[src/rtl/mips_dmem_pkg.sv]
// Shared types and constants for the byte-serial MIPS data-memory controller.
// Optional build macro used by the controller: MIPS_DMEM_ALIGN_ERR_EN.
package mips_dmem_pkg;

    // Controller sequencing states
    typedef enum logic [1:0] {
        IDLE   = 2'd0,
        ACCESS = 2'd1,
        TAIL   = 2'd2,
        DONE   = 2'd3
    } state_t;

    // One 32-bit word is moved as four byte beats
    localparam int BEATS  = 4;
    localparam int BEAT_W = 2;

    // Requester indices
    localparam logic PORT_CPU = 1'b0;
    localparam logic PORT_LDR = 1'b1;

endpackage

[src/rtl/mips_rr_arbiter2.sv]
// Two-requester round-robin arbiter. The pointer names the port that wins a tie
// and always moves to the port that was not granted when a grant is taken.
module mips_rr_arbiter2 (
    input  logic       clk,
    input  logic       rst,
    input  logic [1:0] req,
    input  logic       advance,
    output logic [1:0] grant
);

    logic ptr_q;
    logic ptr_d;

    // One-hot grant: a lone requester wins, a tie goes to the pointed-at port
    always_comb begin
        grant = req;
        if (req == 2'b11) begin
            grant = ptr_q ? 2'b10 : 2'b01;
        end
    end

    // Pointer moves to the other port whenever a grant is consumed
    always_comb begin
        ptr_d = ptr_q;
        if (advance && (|req)) begin
            ptr_d = ~grant[1];
        end
    end

    // Pointer register, favouring port 0 out of reset
    always_ff @(posedge clk or posedge rst) begin
        if (rst) begin
            ptr_q <= 1'b0;
        end else begin
            ptr_q <= ptr_d;
        end
    end

endmodule

[src/rtl/mips_dmem_ctrl.sv]
// Two-port arbitrated controller in front of a byte-wide synchronous data SRAM.
// Each word access runs as four big-endian byte beats (lowest address = bits 31:24).
// Build macro MIPS_DMEM_ALIGN_ERR_EN adds p0_err/p1_err and rejects misaligned
// requests without touching the SRAM; without it the low address bits are ignored.
module mips_dmem_ctrl
    import mips_dmem_pkg::*;
#(
    parameter int ADDR_W = 10,
    parameter int RD_LAT = 1
) (
    input  logic              clk,
    input  logic              rst,
    input  logic              p0_req,
    input  logic              p0_we,
    input  logic [31:0]       p0_addr,
    input  logic [31:0]       p0_wdata,
    output logic [31:0]       p0_rdata,
    output logic              p0_done,
    input  logic              p1_req,
    input  logic              p1_we,
    input  logic [31:0]       p1_addr,
    input  logic [31:0]       p1_wdata,
    output logic [31:0]       p1_rdata,
    output logic              p1_done,
    output logic [ADDR_W-1:0] mem_addr,
    output logic [7:0]        mem_wdata,
    output logic              mem_we,
    output logic              mem_re,
    input  logic [7:0]        mem_rdata,
    output logic              busy
`ifdef MIPS_DMEM_ALIGN_ERR_EN
    ,
    output logic              p0_err,
    output logic              p1_err
`endif
);

    generate
        if (RD_LAT != 1) begin : g_rd_lat_check
            $error("mips_dmem_ctrl: only RD_LAT = 1 is supported");
        end
    endgenerate

    state_t              state_q, state_d;
    logic [BEAT_W-1:0]   beat_q, beat_d;
    logic                gnt_q, gnt_d;
    logic                we_q, we_d;
    logic [31:0]         wdata_q, wdata_d;
    logic [ADDR_W-3:0]   word_q, word_d;
    logic [23:0]         shift_q, shift_d;
    logic [31:0]         p0_rdata_q, p0_rdata_d;
    logic [31:0]         p1_rdata_q, p1_rdata_d;
`ifdef MIPS_DMEM_ALIGN_ERR_EN
    logic                err_q, err_d;
`endif

    logic [1:0]          grant;
    logic                any_grant;
    logic                sel_we;
    logic [31:0]         sel_addr;
    logic [31:0]         sel_wdata;
    logic [7:0]          beat_byte;
    logic                unused_addr_bits;

    mips_rr_arbiter2 u_arb (
        .clk     (clk),
        .rst     (rst),
        .req     ({p1_req, p0_req}),
        .advance (state_q == IDLE),
        .grant   (grant)
    );

    // Request fields of whichever port the arbiter picks this cycle
    always_comb begin
        any_grant = |grant;
        sel_we    = grant[1] ? p1_we    : p0_we;
        sel_addr  = grant[1] ? p1_addr  : p0_addr;
        sel_wdata = grant[1] ? p1_wdata : p0_wdata;
    end

    // Address bits above the SRAM size and below word granularity are dropped
    assign unused_addr_bits = ^{sel_addr[31:ADDR_W], sel_addr[1:0]};

    // Byte of the latched write word that belongs to the current beat
    always_comb begin
        beat_byte = wdata_q[31:24];
        unique case (beat_q)
            2'd0: beat_byte = wdata_q[31:24];
            2'd1: beat_byte = wdata_q[23:16];
            2'd2: beat_byte = wdata_q[15:8];
            2'd3: beat_byte = wdata_q[7:0];
            default: beat_byte = wdata_q[31:24];
        endcase
    end

    // Next-state logic: grant, four beats, read tail capture, completion
    always_comb begin
        state_d    = state_q;
        beat_d     = beat_q;
        gnt_d      = gnt_q;
        we_d       = we_q;
        wdata_d    = wdata_q;
        word_d     = word_q;
        shift_d    = shift_q;
        p0_rdata_d = p0_rdata_q;
        p1_rdata_d = p1_rdata_q;
`ifdef MIPS_DMEM_ALIGN_ERR_EN
        err_d      = err_q;
`endif
        unique case (state_q)
            IDLE: begin
                if (any_grant) begin
                    gnt_d   = grant[1];
                    we_d    = sel_we;
                    wdata_d = sel_wdata;
                    word_d  = sel_addr[ADDR_W-1:2];
                    beat_d  = '0;
                    state_d = ACCESS;
`ifdef MIPS_DMEM_ALIGN_ERR_EN
                    err_d   = (sel_addr[1:0] != 2'b00);
                    if (sel_addr[1:0] != 2'b00) begin
                        state_d = DONE;
                    end
`endif
                end
            end
            ACCESS: begin
                if (!we_q && (beat_q != '0)) begin
                    shift_d = {shift_q[15:0], mem_rdata};
                end
                beat_d = beat_q + 1'b1;
                if (beat_q == BEAT_W'(BEATS - 1)) begin
                    state_d = we_q ? DONE : TAIL;
                end
            end
            TAIL: begin
                if (gnt_q == PORT_LDR) begin
                    p1_rdata_d = {shift_q, mem_rdata};
                end else begin
                    p0_rdata_d = {shift_q, mem_rdata};
                end
                state_d = DONE;
            end
            DONE: begin
                state_d = IDLE;
            end
            default: begin
                state_d = IDLE;
            end
        endcase
    end

    // Controller registers; an abandoned transaction leaves the SRAM as is
    always_ff @(posedge clk or posedge rst) begin
        if (rst) begin
            state_q    <= IDLE;
            beat_q     <= '0;
            gnt_q      <= PORT_CPU;
            we_q       <= 1'b0;
            wdata_q    <= '0;
            word_q     <= '0;
            shift_q    <= '0;
            p0_rdata_q <= '0;
            p1_rdata_q <= '0;
`ifdef MIPS_DMEM_ALIGN_ERR_EN
            err_q      <= 1'b0;
`endif
        end else begin
            state_q    <= state_d;
            beat_q     <= beat_d;
            gnt_q      <= gnt_d;
            we_q       <= we_d;
            wdata_q    <= wdata_d;
            word_q     <= word_d;
            shift_q    <= shift_d;
            p0_rdata_q <= p0_rdata_d;
            p1_rdata_q <= p1_rdata_d;
`ifdef MIPS_DMEM_ALIGN_ERR_EN
            err_q      <= err_d;
`endif
        end
    end

    // SRAM strobes decode straight from state so reset silences them at once
    always_comb begin
        mem_addr  = '0;
        mem_wdata = '0;
        mem_we    = 1'b0;
        mem_re    = 1'b0;
        if (state_q == ACCESS) begin
            mem_addr = {word_q, beat_q};
            if (we_q) begin
                mem_we    = 1'b1;
                mem_wdata = beat_byte;
            end else begin
                mem_re = 1'b1;
            end
        end
    end

    // Port-facing status and completion outputs
    always_comb begin
        busy     = (state_q != IDLE);
        p0_done  = (state_q == DONE) && (gnt_q == PORT_CPU);
        p1_done  = (state_q == DONE) && (gnt_q == PORT_LDR);
        p0_rdata = p0_rdata_q;
        p1_rdata = p1_rdata_q;
`ifdef MIPS_DMEM_ALIGN_ERR_EN
        p0_err   = p0_done && err_q;
        p1_err   = p1_done && err_q;
`endif
    end

endmodule
[config.mk]
export PLATFORM = sky130hd
export DESIGN_NAME = mips_dmem_ctrl
export DESIGN_NICKNAME = d
export VERILOG_FILES = /design/src/rtl/mips_dmem_pkg.sv /design/src/rtl/mips_rr_arbiter2.sv /design/src/rtl/mips_dmem_ctrl.sv
export SDC_FILE = /design/constraint.sdc
export NUM_CORES = 1
export LEC_CHECK = 0
export ABC_AREA = 1
export CAP_MARGIN = 30
export CORE_MARGIN = 8
export CORE_UTILIZATION = 33
export CTS_CLUSTER_SIZE = 28
export DETAILED_ROUTE_END_ITERATION = 7
export HOLD_SLACK_MARGIN = 0.05
export RECOVER_POWER = 25
export SETUP_SLACK_MARGIN = 0.02
export SLEW_MARGIN = 25
export SYNTH_ARGS = -nofsm -noshare
export SYNTH_HDL_FRONTEND = slang
export SYNTH_SLANG_ARGS = --single-unit
[constraint.sdc]
create_clock -name clk -period 6.7 [get_ports clk]
set_input_delay 1.675 -clock clk [delete_from_list [all_inputs] [get_ports clk]]
set_output_delay 1.675 -clock clk [all_outputs]
set_load 0.05 [all_outputs]
==> flow_metrics.env <==
export IMPL_ys_top_cells_by_area="dfrtp_1 56%, nand2_1 11%, nand3_1 7.2%, o21ai_0 6.6%, nand4_1 4.3%"
export IMPL_cts_made_buffers=17
export IMPL_combPwrFrac=0.483
export IMPL_setup_violations=0
export IMPL_port_buffers=180
export IMPL_worstPathArrival_ns=3.12
export IMPL_cts_sinks=135
export IMPL_cts_clk_slew_worst_paths_ns=0.07
export IMPL_grt_usage=0.160
export IMPL_layout_drive_gt1_share=0.0500
export IMPL_r2r_start="beat_q[0]$_DFFE_PP0P_"
export IMPL_max_cap_violations=2
export IMPL_synth_nets=837
export IMPL_die_h_um=151
export IMPL_cp_start_kind="flip-flop"
export IMPL_crit_path_end_kind="output port"
export IMPL_drt_iter0_markers=302
export IMPL_rows=49
export IMPL_synth_edf_count=0
export IMPL_max_vdd_ir_drop_mv=0.375
export IMPL_core_um2=17900
export IMPL_slew_headroom=-1.50
export IMPL_yosys_area_top_type_share=0.565
export IMPL_cts_resized=0
export IMPL_hold_buffers=0
export IMPL_dieArea_um2=22700
export IMPL_place_hpwl_mm=12.2
export IMPL_cts_tree="done"
export IMPL_synth_common_cells="180 x nand2_1, 135 x dfrtp_1, 86 x nand3_1"
export IMPL_critPathLaunch="state_q[1]$_DFFE_PP0P_"
export IMPL_reg2reg_slack_ns=3.65
export IMPL_yosys_warnings=0
export IMPL_rsz0062_at_grt="false"
export IMPL_antenna_cells=0
export IMPL_viasPerCell=4.81
export IMPL_postLayoutCellArea_um2=8570
export IMPL_ant_nets=0
export IMPL_synth_seq_cells=135
export IMPL_powerDensity_nw_per_um2=552
export IMPL_grt_overflow_total=0
export IMPL_clkPwrFrac=0.219
export IMPL_hold_viol=0
export IMPL_r2r_end="shift_q[18]$_DFFE_PP0P_"
export IMPL_first_pass_iters=5
export IMPL_clock_skew_ns=0.0134
export IMPL_cts_buffer_depth=2
export IMPL_criticalPathCategory="reg -> out"
export IMPL_max_freq_mhz=208
export IMPL_fin_crit_ns=4.80
export IMPL_syn_area_um2=5980
export IMPL_wl_per_cell_um=16.4
export IMPL_antenna_found_initial=1
export IMPL_syn_avg_cell_area_um2=8.71
export IMPL_required_ns=5.03
export IMPL_die_width_um=151
export IMPL_worstHoldEndpoint="p1_rdata[23]$_DFFE_PP0P_"
export IMPL_yosysSeqAreaShare=0.565
export IMPL_io_pins=229
export IMPL_synthFlopType="dfrtp_1"
export IMPL_swShare=0.455
export IMPL_clock_latency_ns=0.42
export IMPL_p_leak_nw=3.93
export IMPL_seqPwrFrac=0.298
export IMPL_tns_ns=0
export IMPL_drc=0
export IMPL_cts_root_buf="clkbuf_16"
export IMPL_syn_to_final_growth_pct=43.2
export IMPL_fin_crit_sh=0.716
export IMPL_vias=5234
export IMPL_yosysUniqueCellTypes=22
export IMPL_whs_path_depth=2
export IMPL_gp_congestion=0.760
export IMPL_first_global_vias=5281
export IMPL_tightest_slew_ns=3.72
export IMPL_postCtsSetupBuffers=0
export IMPL_intPower_w=0.00258
export IMPL_synth_cells=687
export IMPL_holdCritStartpoint="p1_rdata[23]$_DFFE_PP0P_"
export IMPL_grt_max_degree=87
export IMPL_grt_pass1_wl_mm=28.6
export IMPL_place_area_um2=7980
export IMPL_drv_slew=129
export IMPL_synth_most_common_cell="nand2_1"
export IMPL_fin_nets=997
export IMPL_wl_mm=17.8
export IMPL_rr_worst_depth=6
export IMPL_synth_async_reset_ratio=1.00
export IMPL_outcome="complete, but fails checks"
export IMPL_synth_largest_area_cell="dfrtp_1"
export IMPL_violations="capacitance limit, slew limit"
export IMPL_power_net_switching_w=0.00215
export IMPL_start_util=0.334
export IMPL_cts_max_level=4
export IMPL_cp_max_fo=15
export IMPL_hold_path_class="reg -> reg"
-- cell usage in the layout (no fill, tap or decap), drive strengths merged --
master	netlist	layout
nand4	41	41
o21ai	100	100
nand2	182	182
clkinvlp	0	3
ha	8	8
a21oi	17	17
clkbuf	24	21
o211ai	2	2
buf	24	6
bufinv	0	4
clkinv	0	2
nor2	5	5
dlygate4sd3	0	6
inv	63	68
clkdlybuf4s50	0	174
dfrtp	135	135
nand3	86	86
-- metal layers --
metal  part of all wire  up-vias  GRT usage
met5            0.00073        -          0
li1                   -     2601          -
met2               0.47      169      0.250
met4             0.0074        2     0.0455
met1               0.42     2452      0.191
met3               0.11       10     0.0806
-- metrics by stage --
step	std cells	utilization	setup slack, ns	power [W]	hold slack (ns)
finish	1089	0.478	1.90	0.00473	0.478
global route	1089	0.478	1.38	0.00505	0.509
CTS	1088	0.482	1.86	0.00483	0.484
detailed placement	1056	0.446	2.35	0.00378	0.468
global placement	1052	0.440	2.33	0.00371	0.466
floorplan	687	-	1.41	0.00297	0.453
-- flip-flops by register name, indices dropped and copies added (netlist names) --
name,flops
wdata_q,32
p1_rdata,32
we_q,1
u_arb.ptr_q,1
gnt_q,1
beat_q,2
shift_q,24
state_q,2
p0_rdata,32
word_q,8
-- cells by family (layout without fill, tap and decap cells) --
logic type,count (synthesis),after routing,synth area share
AND/OR/NAND/NOR,314,314,0.236
flip-flops,135,135,0.565
AO/OA/AOI/OAI,119,119,0.105
buffers and inverters,111,284,0.0778
adder cells (fa/ha/maj),8,8,0.0167
-- area by class of cell --
class                           count  area [um^2]
Fill cell                        1771         9340
Multi-Input combinational cell    441         2110
Clock buffer                       18          439
Clock inverter                     14          213
Tap cell                          229          287
Inverter                           63          238
Timing Repair Buffer              189         1900
Sequential cell                   135         3380
-- worst max-delay path: stages (launching register included) --
cell             delay [ns]
dfrtp_1                0.42
inv_1                  0.09
ha_1                   0.54
nand2_1                0.11
inv_1                  0.28
o21ai_0                0.14
a21oi_1                0.23
clkdlybuf4s50_1        0.88
-- worst max path at each step --
stage                             endpoint  slack (ns)  cells after the start
finish                        mem_wdata[2]        1.90                      7
global route        wdata_q[2]$_DFFE_PP0P_        1.38                      3
CTS                           mem_wdata[2]        1.86                      7
detailed placement            mem_wdata[2]        2.35                      7
global placement              mem_wdata[2]        2.33                      7
floorplan            beat_q[0]$_DFFE_PP0P_        1.41                      1
-- power groups by stage --
stage / clock network (W) / logic (W) / registers, W
global route: 0.00109 / 0.00249 / 0.00146
finish: 0.00103 / 0.00228 / 0.00141
floorplan: 0 / 0.00100 / 0.00197
detailed placement: 0 / 0.00235 / 0.00142
CTS: 0.00106 / 0.00236 / 0.00141
global placement: 0 / 0.00229 / 0.00142
Power figures use the tool's default switching activity.
==> patch (same flow settings) <==
Set the parameter `ADDR_W` to 11 (it was 10).
--- a/src/rtl/mips_dmem_ctrl.sv
+++ b/src/rtl/mips_dmem_ctrl.sv
@@ -7,3 +7,3 @@
 #(
-    parameter int ADDR_W = 10,
+    parameter int ADDR_W = 11,
     parameter int RD_LAT = 1
Interface: changed (resized mem_addr); port bits go from 229 to 230. No check against the original RTL was run, so the function may have changed too.
==> patch against the unedited design <==
- sequential cell count grew 1
- clock skew barely moved
- worst setup slack improved by 0.11 ns
- synthesized area rose by 2.2%
- wire length is 0.11% lower
- final area is 0.83% higher
- critical path type unchanged
- the flow still finishes with violations (max-capacitance violations, max-slew violations)
- critical path depth stayed put
- total power down 0.80%
==> patch: results (changes against the unedited design) <==
stage;metric;value;unit;change
status;status;complete, but fails checks;;unchanged
status;violated checks;max-capacitance violations, max-slew violations;;unchanged
grt;vias in the first global route;5399;;was 5281
yosys;top cells by area, synth;dfrtp_1 (56%), nand2_1 (11%), nand3_1 (7.2%), o21ai_0 (6.5%), nand4_1 (4.3%);;was dfrtp_1 (56%), nand2_1 (11%), nand3_1 (7.2%), o21ai_0 (6.6%), nand4_1 (4.3%)
placed_design;placer's final routability congestion estimate;0.745;;was 0.760
setup_path;crit path DAT;3.01;ns;was 3.12 ns
yosys;Syn Area/Cell;8.80;um^2;was 8.71 um^2
grt;first-pass GRT wire length;29.4;mm;was 28.6 mm
timing;fin. max-slew vios;39;;was 129
yosys;Synth Net Count;845;;was 837
placed_design;Cell Area, Placed;0.00808;mm^2;was 0.00798 mm^2
grt;met2 Use GR;24.2;%;was 25.0%
final_layout;share of cells above drive strength 1;6.09;%;was 5.00%
yosys;Seq/Total Area, Yosys;55.7;%;was 56.5%
grt;Total GRT Usage;15.8;%;was 16.0%
power_and_ir_drop;Peak VDD IR;0.197;mV;was 0.375 mV
placed_design;PortBufs;183;;was 180
placed_design;DP HPWL;12.4;mm;was 12.2 mm
drt;M1 wire length;7.61;mm;was 7.44 mm
setup_path;slowest cell delay on critical path;0.84;ns;was 0.88 ns
yosys;Synth Area in Adders;1.64;%;was 1.67%
placed_design;setup slack at placement;2.38;ns;was 2.35 ns
timing;Slew Limit Headroom;-0.823;%;was -150%
grt;largest net degree at the start of global routing;101;;was 87
drt;met2 routed WL;8.19;mm;was 8.33 mm
timing;skew final;0.0130;ns;was 0.0134 ns
drt;initial DRC count;361;;was 302
grt;M3 GR Usage;7.60;%;was 8.06%
yosys;Synth top cells by count;nand2_1 (180), dfrtp_1 (136), nand3_1 (88), o21ai_0 (79), inv_1 (61);;was nand2_1 (180), dfrtp_1 (135), nand3_1 (86), o21ai_0 (79), inv_1 (62)
placed_design;placed cells;1065;;was 1056
grt;met1 Track Usage GR;19.3;%;was 19.1%
run;total of max-cap violations;1;;was 2
yosys;Synth Area in Compound Gates;10.3;%;was 10.5%
final_layout;Final #Nets;1007;;was 997
drt;via count;5298;;was 5234
drt;WL per Instance;16.2;um;was 16.4 um
power_and_ir_drop;P_leak;3.96;nW;was 3.93 nW
timing;setup TNS;0;ns;unchanged
patch: changes by cell type after synthesis, sizes merged:
cell,unedited run,this run
buf,24,35
dfrtp,135,136
nand4,41,42
nand3,86,88
inv,63,64
nand2,182,184
clkbuf,24,14
patch: report_power, final:
part	total [mW]	leakage (nW)	switching (mW)	internal, mW
registers	1.43	1.70	0.218	1.21
logic	2.34	1.97	1.59	0.751
clock network	0.925	0.279	0.400	0.526
patch: logic make-up after synthesis:
| kind of cell | Yosys count |
|---|---|
| compound gates | 119 |
| fa+ha+maj | 8 |
| buf+inv | 113 |
| flops | 136 |
| simple gates | 319 |
patch: worst paths after layout:
kind | end | slack [ns] | startpoint | cells after the start
hold / removal | shift_q[22]$_DFFE_PP0P_ | 0.48 | shift_q[22]$_DFFE_PP0P_ | 2
setup / recovery | mem_wdata[6] | 2.01 | state_q[1]$_DFFE_PP0P_ | 7
min in group asynchronous | wdata_q[12]$_DFFE_PP0P_ | 1.94 | rst | 2
hold reg to reg | shift_q[22]$_DFFE_PP0P_ | 0.48 | shift_q[22]$_DFFE_PP0P_ | 2
setup reg to reg | p0_rdata[14]$_DFFE_PP0P_ | 3.71 | state_q[0]$_DFFE_PP0P_ | 6
max in group asynchronous | wdata_q[26]$_DFFE_PP0P_ | 3.34 | rst | 4
patch: cell type report:
| type | count | area [um^2] |
|---|---|---|
| flip-flops and latches | 136 | 3400 |
| repair buffers | 192 | 1940 |
| inverters | 64 | 243 |
| multi-input cells | 446 | 2180 |
| fillers | 1727 | 9450 |
| well taps | 229 | 287 |
| clock inverters | 15 | 160 |
| clock buffers | 17 | 425 |
patch: worst max-delay path, delay by kind of cell, from the launching register on:
kind	cells	cell delay, ns
flops	1	0.43
compound gates	2	0.31
simple gates	1	0.10
buf+inv	3	1.19
fa+ha+maj	1	0.56
